<file path="src/rtl/instr_encoder_loader_if.sv">
// ---------------------------------------------------------------------------
// instr_encoder_loader_if
//   Groups the request handshake from the boot/test sequencer and the
//   instruction-memory write port of instr_encoder_loader.
//
//   Request side : in_valid, in_ready, in_op, in_rs, in_rt, in_rd,
//                  in_shamt, in_imm, in_last
//   Memory side  : mem_we, mem_addr, mem_wdata, mem_ack
//
//   modport master : sequencer + memory model (drives requests and mem_ack)
//   modport slave  : the loader (drives in_ready and the write port)
// ---------------------------------------------------------------------------
interface instr_encoder_loader_if #(
  parameter int ADDR_W = 8
);
  logic              in_valid;
  logic              in_ready;
  logic [3:0]        in_op;
  logic [4:0]        in_rs;
  logic [4:0]        in_rt;
  logic [4:0]        in_rd;
  logic [4:0]        in_shamt;
  logic [15:0]       in_imm;
  logic              in_last;
  logic              mem_we;
  logic [ADDR_W-1:0] mem_addr;
  logic [31:0]       mem_wdata;
  logic              mem_ack;

  modport master (
    output in_valid, in_op, in_rs, in_rt, in_rd, in_shamt, in_imm, in_last,
    output mem_ack,
    input  in_ready, mem_we, mem_addr, mem_wdata
  );

  modport slave (
    input  in_valid, in_op, in_rs, in_rt, in_rd, in_shamt, in_imm, in_last,
    input  mem_ack,
    output in_ready, mem_we, mem_addr, mem_wdata
  );
endinterface

</file>
<file path="src/rtl/instr_encoder_loader.sv">
// ---------------------------------------------------------------------------
// instr_encoder_loader
//   Turns symbolic instruction requests into 32-bit MIPS machine words and
//   writes them to instruction memory at an auto-incrementing word address.
//   Used to load a program before the core leaves reset.
//
//   Ports
//     clk, rst_n  : clock, asynchronous active-low reset
//     i_start     : pulse; restart at BASE_ADDR, clear count and flags
//     if_bus      : request handshake + memory write port (slave modport)
//     o_done      : load finished (last instruction written or memory full)
//     o_full      : final address written, no space remains
//     o_err       : sticky, an illegal op (15) was received
//     o_count     : words written since reset/start
//
//   Optional build macro ILLEGAL_AS_NOP_EN:
//     defined   - an illegal op is written as 0x00000000 (sll $0,$0,0)
//     undefined - an illegal op is dropped without a write
//   err is set in both builds.
// ---------------------------------------------------------------------------
module instr_encoder_loader #(
  parameter int ADDR_W    = 8,
  parameter int BASE_ADDR = 0
) (
  input  logic                  clk,
  input  logic                  rst_n,
  input  logic                  i_start,
  instr_encoder_loader_if.slave if_bus,
  output logic                  o_done,
  output logic                  o_full,
  output logic                  o_err,
  output logic [ADDR_W:0]       o_count
);

  localparam logic [ADDR_W-1:0] BASE = ADDR_W'(BASE_ADDR);

  // Major opcodes
  localparam logic [5:0] OP_RTYPE = 6'b000000;
  localparam logic [5:0] OP_SPEC2 = 6'b011100;
  localparam logic [5:0] OP_ADDI  = 6'b001000;
  localparam logic [5:0] OP_ORI   = 6'b001101;
  localparam logic [5:0] OP_LW    = 6'b100011;
  localparam logic [5:0] OP_SW    = 6'b101011;
  localparam logic [5:0] OP_BNE   = 6'b000101;
  // Function codes
  localparam logic [5:0] FN_ADD = 6'b100000;
  localparam logic [5:0] FN_SUB = 6'b100010;
  localparam logic [5:0] FN_AND = 6'b100100;
  localparam logic [5:0] FN_OR  = 6'b100101;
  localparam logic [5:0] FN_SLT = 6'b101010;
  localparam logic [5:0] FN_SLL = 6'b000000;
  localparam logic [5:0] FN_SRL = 6'b000010;
  localparam logic [5:0] FN_CLO = 6'b100001;
  localparam logic [5:0] FN_CLZ = 6'b100000;
  localparam logic [5:0] FN_MUL = 6'b000010;

  typedef enum logic [1:0] {
    ST_IDLE  = 2'd0,
    ST_WRITE = 2'd1,
    ST_DONE  = 2'd2
  } state_t;

  // Returns {legal, word}. Unused fields are zero; shift ops force rs=0,
  // clo/clz place rd in the rt field as the controller expects.
  function automatic logic [32:0] encode_instr(
    input logic [3:0]  op,
    input logic [4:0]  rs,
    input logic [4:0]  rt,
    input logic [4:0]  rd,
    input logic [4:0]  shamt,
    input logic [15:0] imm
  );
    logic [32:0] res;
    case (op)
      4'd0:    res = {1'b1, OP_RTYPE, rs, rt, rd, 5'd0, FN_ADD};
      4'd1:    res = {1'b1, OP_RTYPE, rs, rt, rd, 5'd0, FN_SUB};
      4'd2:    res = {1'b1, OP_RTYPE, rs, rt, rd, 5'd0, FN_AND};
      4'd3:    res = {1'b1, OP_RTYPE, rs, rt, rd, 5'd0, FN_OR};
      4'd4:    res = {1'b1, OP_RTYPE, rs, rt, rd, 5'd0, FN_SLT};
      4'd5:    res = {1'b1, OP_RTYPE, 5'd0, rt, rd, shamt, FN_SLL};
      4'd6:    res = {1'b1, OP_RTYPE, 5'd0, rt, rd, shamt, FN_SRL};
      4'd7:    res = {1'b1, OP_SPEC2, rs, rd, rd, 5'd0, FN_CLO};
      4'd8:    res = {1'b1, OP_SPEC2, rs, rd, rd, 5'd0, FN_CLZ};
      4'd9:    res = {1'b1, OP_SPEC2, rs, rt, rd, 5'd0, FN_MUL};
      4'd10:   res = {1'b1, OP_ADDI, rs, rt, imm};
      4'd11:   res = {1'b1, OP_ORI,  rs, rt, imm};
      4'd12:   res = {1'b1, OP_LW,   rs, rt, imm};
      4'd13:   res = {1'b1, OP_SW,   rs, rt, imm};
      4'd14:   res = {1'b1, OP_BNE,  rs, rt, imm};
      default: res = {1'b0, 32'h0000_0000};
    endcase
    return res;
  endfunction

  state_t            r_state, w_state_nxt;
  logic [ADDR_W-1:0] r_addr, w_addr_nxt;
  logic [31:0]       r_wdata, w_wdata_nxt;
  logic              r_we, w_we_nxt;
  logic              r_full, w_full_nxt;
  logic              r_err, w_err_nxt;
  logic              r_last, w_last_nxt;
  logic [ADDR_W:0]   r_count, w_count_nxt;
  logic [32:0]       w_enc;

  assign w_enc = encode_instr(if_bus.in_op, if_bus.in_rs, if_bus.in_rt,
                              if_bus.in_rd, if_bus.in_shamt, if_bus.in_imm);

  // Outputs are straight register or state decodes, no input-to-output paths.
  assign if_bus.in_ready  = (r_state == ST_IDLE);
  assign if_bus.mem_we    = r_we;
  assign if_bus.mem_addr  = r_addr;
  assign if_bus.mem_wdata = r_wdata;
  assign o_done           = (r_state == ST_DONE);
  assign o_full           = r_full;
  assign o_err            = r_err;
  assign o_count          = r_count;

  // Next-state and next-register values; start overrides everything.
  always_comb begin
    w_state_nxt = r_state;
    w_addr_nxt  = r_addr;
    w_wdata_nxt = r_wdata;
    w_we_nxt    = r_we;
    w_full_nxt  = r_full;
    w_err_nxt   = r_err;
    w_last_nxt  = r_last;
    w_count_nxt = r_count;
    if (i_start) begin
      w_state_nxt = ST_IDLE;
      w_addr_nxt  = BASE;
      w_we_nxt    = 1'b0;
      w_full_nxt  = 1'b0;
      w_err_nxt   = 1'b0;
      w_last_nxt  = 1'b0;
      w_count_nxt = {(ADDR_W+1){1'b0}};
    end else begin
      case (r_state)
        ST_IDLE: begin
          if (if_bus.in_valid) begin
            if (w_enc[32]) begin
              w_wdata_nxt = w_enc[31:0];
              w_last_nxt  = if_bus.in_last;
              w_we_nxt    = 1'b1;
              w_state_nxt = ST_WRITE;
            end else begin
              w_err_nxt = 1'b1;
`ifdef ILLEGAL_AS_NOP_EN
              w_wdata_nxt = 32'h0000_0000;
              w_last_nxt  = if_bus.in_last;
              w_we_nxt    = 1'b1;
              w_state_nxt = ST_WRITE;
`else
              w_state_nxt = ST_IDLE;
`endif
            end
          end else begin
            w_state_nxt = ST_IDLE;
          end
        end
        ST_WRITE: begin
          // Address and data hold until the memory acknowledges.
          if (if_bus.mem_ack) begin
            w_we_nxt    = 1'b0;
            w_count_nxt = r_count + (ADDR_W+1)'(1'b1);
            if (r_last) begin
              w_state_nxt = ST_DONE;
            end else if (&r_addr) begin
              w_full_nxt  = 1'b1;
              w_state_nxt = ST_DONE;
            end else begin
              w_addr_nxt  = r_addr + ADDR_W'(1'b1);
              w_state_nxt = ST_IDLE;
            end
          end else begin
            w_state_nxt = ST_WRITE;
          end
        end
        ST_DONE: begin
          w_state_nxt = ST_DONE;
        end
        default: begin
          w_state_nxt = ST_IDLE;
          w_we_nxt    = 1'b0;
        end
      endcase
    end
  end

  // State and datapath registers; reset drops any in-flight write.
  always_ff @(posedge clk or negedge rst_n) begin
    if (!rst_n) begin
      r_state <= ST_IDLE;
      r_addr  <= BASE;
      r_wdata <= 32'h0000_0000;
      r_we    <= 1'b0;
      r_full  <= 1'b0;
      r_err   <= 1'b0;
      r_last  <= 1'b0;
      r_count <= {(ADDR_W+1){1'b0}};
    end else begin
      r_state <= w_state_nxt;
      r_addr  <= w_addr_nxt;
      r_wdata <= w_wdata_nxt;
      r_we    <= w_we_nxt;
      r_full  <= w_full_nxt;
      r_err   <= w_err_nxt;
      r_last  <= w_last_nxt;
      r_count <= w_count_nxt;
    end
  end

endmodule

</file>
<file path="src/flat_wrapper.sv">
// flat-port wrapper written by rule: the top's interface ports become plain ports
module instr_encoder_loader_flat 
#(
  parameter int ADDR_W    = 8,
  parameter int BASE_ADDR = 0
)
  (clk, rst_n, i_start, o_done, o_full, o_err, o_count, if_bus_in_valid, if_bus_in_op, if_bus_in_rs, if_bus_in_rt, if_bus_in_rd, if_bus_in_shamt, if_bus_in_imm, if_bus_in_last, if_bus_mem_ack, if_bus_in_ready, if_bus_mem_we, if_bus_mem_addr, if_bus_mem_wdata);
  instr_encoder_loader_if #(.ADDR_W(ADDR_W)) if_bus_i ();
  input  logic clk;
  input  logic rst_n;
  input  logic i_start;
  output logic o_done;
  output logic o_full;
  output logic o_err;
  output logic [ADDR_W:0] o_count;
  input wire logic [$bits(if_bus_i.in_valid)-1:0] if_bus_in_valid;
  input wire logic [$bits(if_bus_i.in_op)-1:0] if_bus_in_op;
  input wire logic [$bits(if_bus_i.in_rs)-1:0] if_bus_in_rs;
  input wire logic [$bits(if_bus_i.in_rt)-1:0] if_bus_in_rt;
  input wire logic [$bits(if_bus_i.in_rd)-1:0] if_bus_in_rd;
  input wire logic [$bits(if_bus_i.in_shamt)-1:0] if_bus_in_shamt;
  input wire logic [$bits(if_bus_i.in_imm)-1:0] if_bus_in_imm;
  input wire logic [$bits(if_bus_i.in_last)-1:0] if_bus_in_last;
  input wire logic [$bits(if_bus_i.mem_ack)-1:0] if_bus_mem_ack;
  output wire logic [$bits(if_bus_i.in_ready)-1:0] if_bus_in_ready;
  output wire logic [$bits(if_bus_i.mem_we)-1:0] if_bus_mem_we;
  output wire logic [$bits(if_bus_i.mem_addr)-1:0] if_bus_mem_addr;
  output wire logic [$bits(if_bus_i.mem_wdata)-1:0] if_bus_mem_wdata;
  assign if_bus_i.in_valid = if_bus_in_valid;
  assign if_bus_i.in_op = if_bus_in_op;
  assign if_bus_i.in_rs = if_bus_in_rs;
  assign if_bus_i.in_rt = if_bus_in_rt;
  assign if_bus_i.in_rd = if_bus_in_rd;
  assign if_bus_i.in_shamt = if_bus_in_shamt;
  assign if_bus_i.in_imm = if_bus_in_imm;
  assign if_bus_i.in_last = if_bus_in_last;
  assign if_bus_i.mem_ack = if_bus_mem_ack;
  assign if_bus_in_ready = if_bus_i.in_ready;
  assign if_bus_mem_we = if_bus_i.mem_we;
  assign if_bus_mem_addr = if_bus_i.mem_addr;
  assign if_bus_mem_wdata = if_bus_i.mem_wdata;
  instr_encoder_loader #(.ADDR_W(ADDR_W), .BASE_ADDR(BASE_ADDR)) u_core (.clk(clk), .rst_n(rst_n), .i_start(i_start), .if_bus(if_bus_i), .o_done(o_done), .o_full(o_full), .o_err(o_err), .o_count(o_count));
endmodule
</file>
<file path="config.mk">
export PLATFORM = sky130hd
export DESIGN_NAME = instr_encoder_loader_flat
export DESIGN_NICKNAME = d
export VERILOG_FILES = /design/src/rtl/instr_encoder_loader_if.sv /design/src/rtl/instr_encoder_loader.sv /design/src/flat_wrapper.sv
export SDC_FILE = /design/constraint.sdc
export NUM_CORES = 1
export LEC_CHECK = 0
export ABC_AREA = 1
export BUFFER_PORTS_ARGS = -buffer_cell sky130_fd_sc_hd__buf_2
export CAP_MARGIN = 20
export CORE_ASPECT_RATIO = 1.5
export CORE_MARGIN = 1.5
export CORE_UTILIZATION = 45
export CTS_BUF_LIST = sky130_fd_sc_hd__clkbuf_4 sky130_fd_sc_hd__clkbuf_8
export DETAILED_ROUTE_END_ITERATION = 8
export PLACE_DENSITY = 0.85
export SYNTH_ARGS = -nofsm -noshare
export SYNTH_HDL_FRONTEND = slang
export SYNTH_SLANG_ARGS = --single-unit
</file>
<file path="constraint.sdc">
create_clock -name clk -period 1.55 [get_ports clk]
set_input_delay 0.31 -clock clk [delete_from_list [all_inputs] [get_ports clk]]
set_output_delay 0.31 -clock clk [all_outputs]
set_load 0.01 [all_outputs]
</file>
==> impl.org <==
** Run
- Across the run, the number of max-cap violations was 0.

** Drt
- Routed via count divided by cell count :: 5.156
- After the first detailed-routing iteration, the DRC count stood at ~150.
- Vias after detailed routing :: 2815
- The first detailed-routing pass took 4 iterations.
- After detailed routing, the number of remaining DRC violations is 0.
- Antenna Violating Nets Remaining :: 0
- Routed wirelength normalized by instance count :: around 14 um
- Wires add up to 7.420 mm.

** Timing
- Setup slack closes at 0.06407 ns.
- Time the worst path needs with I/O delays and setup :: between 1 and 1.5 ns
- Final-layout setup total negative slack :: 0 ns
- The final-report max-slew violation count came to 0.
- Highest Clock Rate :: 0.6730 GHz
- Post-Route Skew :: 0.009175 ns
- The worst pin sits at a relative slew slack of 0.6856.
- Total setup violations reported at the end of the flow :: 0
- Hold WS :: approximately 0.19 ns
- In the finished design, the share of the clock period the worst path needs comes to 0.9587.
- Worst slew pin tran :: between 0.4 and 0.5 ns
- Setup repair after global routing missed its margin :: yes
- Number of hold violations in the final report :: 0

** Power and ir drop
- Flop pwr share :: 0.485
- Sw Pwr :: roughly 1.1 mW
- Combinational share of power :: 0.249
- Switching Share :: 0.3073
- Total power divided by cell area :: 970.0 nW/um^2
- The share of total power dissipated in the clock network is 0.266.
- Leakage power total :: around 1.9 nW
- Cell internal power was estimated by the tool at 2.451 mW.
- Peak supply drop :: 612.5 uV
- Overall power :: 3.538 mW

** Logic synthesis
- The average instance in the mapped netlist occupies approximately 8 um^2.
- Number of cells produced by synthesis :: 358
- The number of different library cells used by synthesis comes to 31.
- In this run, synthesis inferred 0 flip-flops with an integrated enable.
- Netlist Area Pre-Place :: 2865 um^2
- Seq/Total Area, Yosys :: 0.4716
- The Yosys step of the flow raised 0 warnings.
- Post-synthesis sequential element count :: 54
- Post-synth ARST share :: 1.000
- Most common flop cell mapped by yosys :: sky130_fd_sc_hd__dfrtp_1
- The number of nets in the synthesized netlist is just over 400.

** CTS
- Number of buffers between clock root and the deepest sink :: 2
- CTS placed an instance of sky130_fd_sc_hd__clkbuf_8 at the clock tree root.
- In this run the number of H-tree levels came out at 2.
- Clock tree from TritonCTS :: yes
- The clock net in this run drives a total of 54 sinks.
- The number of clock buffers added by TritonCTS is 5.
- The clock reaches the later pin of the worst-skew pair after roughly 0.31 ns.
- CTS clk-pin slew, worst paths :: 0.10 ns

** Cells and area
- For this run, the post-layout net count is 520.
- Of the cells placed in the final design, the portion with a size suffix greater than 1 is 0.3347.
- Most used cells in the layout excluding fill and tap cells :: sky130_fd_sc_hd__nand2_1, sky130_fd_sc_hd__buf_2, sky130_fd_sc_hd__dfrtp_1, sky130_fd_sc_hd__nand3_1, sky130_fd_sc_hd__nor2_1
- The finished cells cover ~3600 um^2.
- At the end of the flow the core is filled with cells to 0.5949.
- Area growth from synthesis to layout :: 27.29%
- Leaving out filler cells and counting taps, the final layout contains 546.
- Most common library cell in the layout ignoring fill and taps :: sky130_fd_sc_hd__nand2_1
- The number of antenna diodes in the final layout is 0.

** Floorplan
- Height of the die :: 100.7 um
- Pin placement for this block handled 100 I/O pins.
- The die is 68.15 um wide.
- Count of standard-cell rows :: 35
- The initial utilization of the core area, before any placement, comes to 0.4673.
- The floorplan step defined a die boundary enclosing about 6900 um^2.
- Total core area :: 6131 um^2

** Placement
- The HPWL after detailed placement is 5.515 mm.
- Routability-driven placement congestion ratio :: between 0.8 and 0.9
- Cell area after placement :: roughly 3500 um^2
- After detailed placement, the design holds a cell count of 534.
- Before CTS, the worst setup slack after placement is -0.02277 ns.
- Count of input and output buffers :: 99

** GRT
- Pin count of the biggest net entering global routing :: 37
- Global routing finished with a remaining overflow of 0.
- Via count of the first global-routing pass :: roughly 2700
- The number of antenna violations at the first check in global routing came to 0.
- The first global-routing pass estimated 12.16 mm of wire.
- In the global route stage, overall resource usage came out at 0.2294.

** Outcome
- The flow ran to the end, and the final reports show no timing, DRC or antenna violations.

** Setup path
- Crit. End Element :: flip-flop
- Category of the most critical setup path :: flip-flop to flip-flop
- STA classifies the critical path startpoint as a flip-flop.
- In this run the worst path has a maximum fanout of 13.
- Crit path required time :: around 1.8 ns
- Endpoint arrival time on the critical path :: 1.73 ns

** Hold path
- The worst hold path belongs to the class input port to flip-flop.
==> power groups by stage <==
stage	clock, mW	combinational [mW]	sequential (mW)
4_1_cts	0.962	0.880	1.71
2_1_floorplan	0	0.391	1.83
5_1_grt	1.02	0.998	1.74
3_3_place_gp	0	0.850	1.73
3_5_place_dp	0	0.869	1.74
6_report	0.941	0.883	1.71
==> cell usage after synthesis (2+ instances only) <==
library cell | n | area share
sky130_fd_sc_hd__a21oi_1 | 18 | 0.031
sky130_fd_sc_hd__a21oi_2 | 3 | 0.0092
sky130_fd_sc_hd__a31oi_2 | 2 | 0.0087
sky130_fd_sc_hd__buf_2 | 2 | 0.0035
sky130_fd_sc_hd__buf_4 | 3 | 0.0079
sky130_fd_sc_hd__buf_6 | 6 | 0.024
sky130_fd_sc_hd__buf_8 | 2 | 0.010
sky130_fd_sc_hd__dfrtp_1 | 54 | 0.47
sky130_fd_sc_hd__ha_1 | 2 | 0.0087
sky130_fd_sc_hd__inv_1 | 25 | 0.033
sky130_fd_sc_hd__inv_2 | 3 | 0.0039
sky130_fd_sc_hd__nand2_1 | 103 | 0.13
sky130_fd_sc_hd__nand2_2 | 8 | 0.017
sky130_fd_sc_hd__nand3_1 | 40 | 0.070
sky130_fd_sc_hd__nand4_1 | 11 | 0.024
sky130_fd_sc_hd__nor2_1 | 32 | 0.042
sky130_fd_sc_hd__nor2_2 | 4 | 0.0087
sky130_fd_sc_hd__nor2_4 | 2 | 0.0079
sky130_fd_sc_hd__nor3_1 | 5 | 0.0087
sky130_fd_sc_hd__o21ai_0 | 14 | 0.024
sky130_fd_sc_hd__o21ai_1 | 8 | 0.014
sky130_fd_sc_hd__or2_2 | 2 | 0.0044
==> cell families after synthesis <==
| kind of cell | synth area share |
|---|---|
| flops | 0.4716 |
| simple gates | 0.3389 |
| buf+inv | 0.08602 |
| compound gates | 0.09477 |
| fa+ha+maj | 0.008732 |
==> worst paths after layout <==
kind	to	slack, ns	cells after the start	startpoint
setup / recovery	u_core.if_bus.mem_wdata[5]$_DFFE_PN0P_	0.06	7	u_core.r_state[0]$_DFF_PN0_
hold / removal	u_core.r_last$_DFFE_PN0P_	0.19	3	if_bus_in_last
setup reg to reg	u_core.if_bus.mem_wdata[5]$_DFFE_PN0P_	0.06	7	u_core.r_state[0]$_DFF_PN0_
hold reg to reg	u_core.if_bus.mem_wdata[24]$_DFFE_PN0P_	0.49	2	u_core.if_bus.mem_wdata[24]$_DFFE_PN0P_
max in group asynchronous	u_core.r_state[0]$_DFF_PN0_	0.51	3	rst_n
min in group asynchronous	u_core.o_count[4]$_DFFE_PN0P_	0.46	2	rst_n
==> worst max-delay path: stages, from the launching register on <==
cell	delay (ns)
sky130_fd_sc_hd__dfrtp_2	0.45
sky130_fd_sc_hd__nor3b_4	0.27
sky130_fd_sc_hd__nand3_4	0.16
sky130_fd_sc_hd__buf_6	0.15
sky130_fd_sc_hd__nor2_4	0.12
sky130_fd_sc_hd__buf_12	0.15
sky130_fd_sc_hd__nand2_1	0.05
sky130_fd_sc_hd__nand2_1	0.06
==> what timing repair did <==
action                                 4_1_cts  5_1_grt
setup buffers                                2        1
hold buffers                                 1        0
resized for setup                            0       10
pin swaps                                    1        3
endpoints found under the hold margin       18        0
setup endpoints to repair                   14       29
gates cloned                                 0        1
==> per-layer routing <==
metal | global-route usage | share of wire
met5 | 0 | 0
met4 | 0.06615 | 0.025
met3 | 0.04246 | 0.058
met2 | 0.4130 | 0.53
met1 | 0.2695 | 0.39
==> registers in the layout, indices dropped and copies added, names as in the netlist <==
| signal | cells |
|---|---|
| u_core.if_bus.mem_addr | 8 |
| u_core.if_bus.mem_wdata | 31 |
| u_core.if_bus.mem_we | 1 |
| u_core.o_count | 9 |
| u_core.o_err | 1 |
| u_core.o_full | 1 |
| u_core.r_last | 1 |
| u_core.r_state | 2 |
==> layout make-up <==
class | count | area [um^2]
clock buffers | 5 | 68.82
repair buffers | 119 | 680.7
flip-flops and latches | 54 | 1354
multi-input cells | 263 | 1291
clock inverters | 2 | 38.79
well taps | 74 | 92.59
fillers | 554 | 2484
inverters | 29 | 121.4
(Power assumes the default switching activity.)
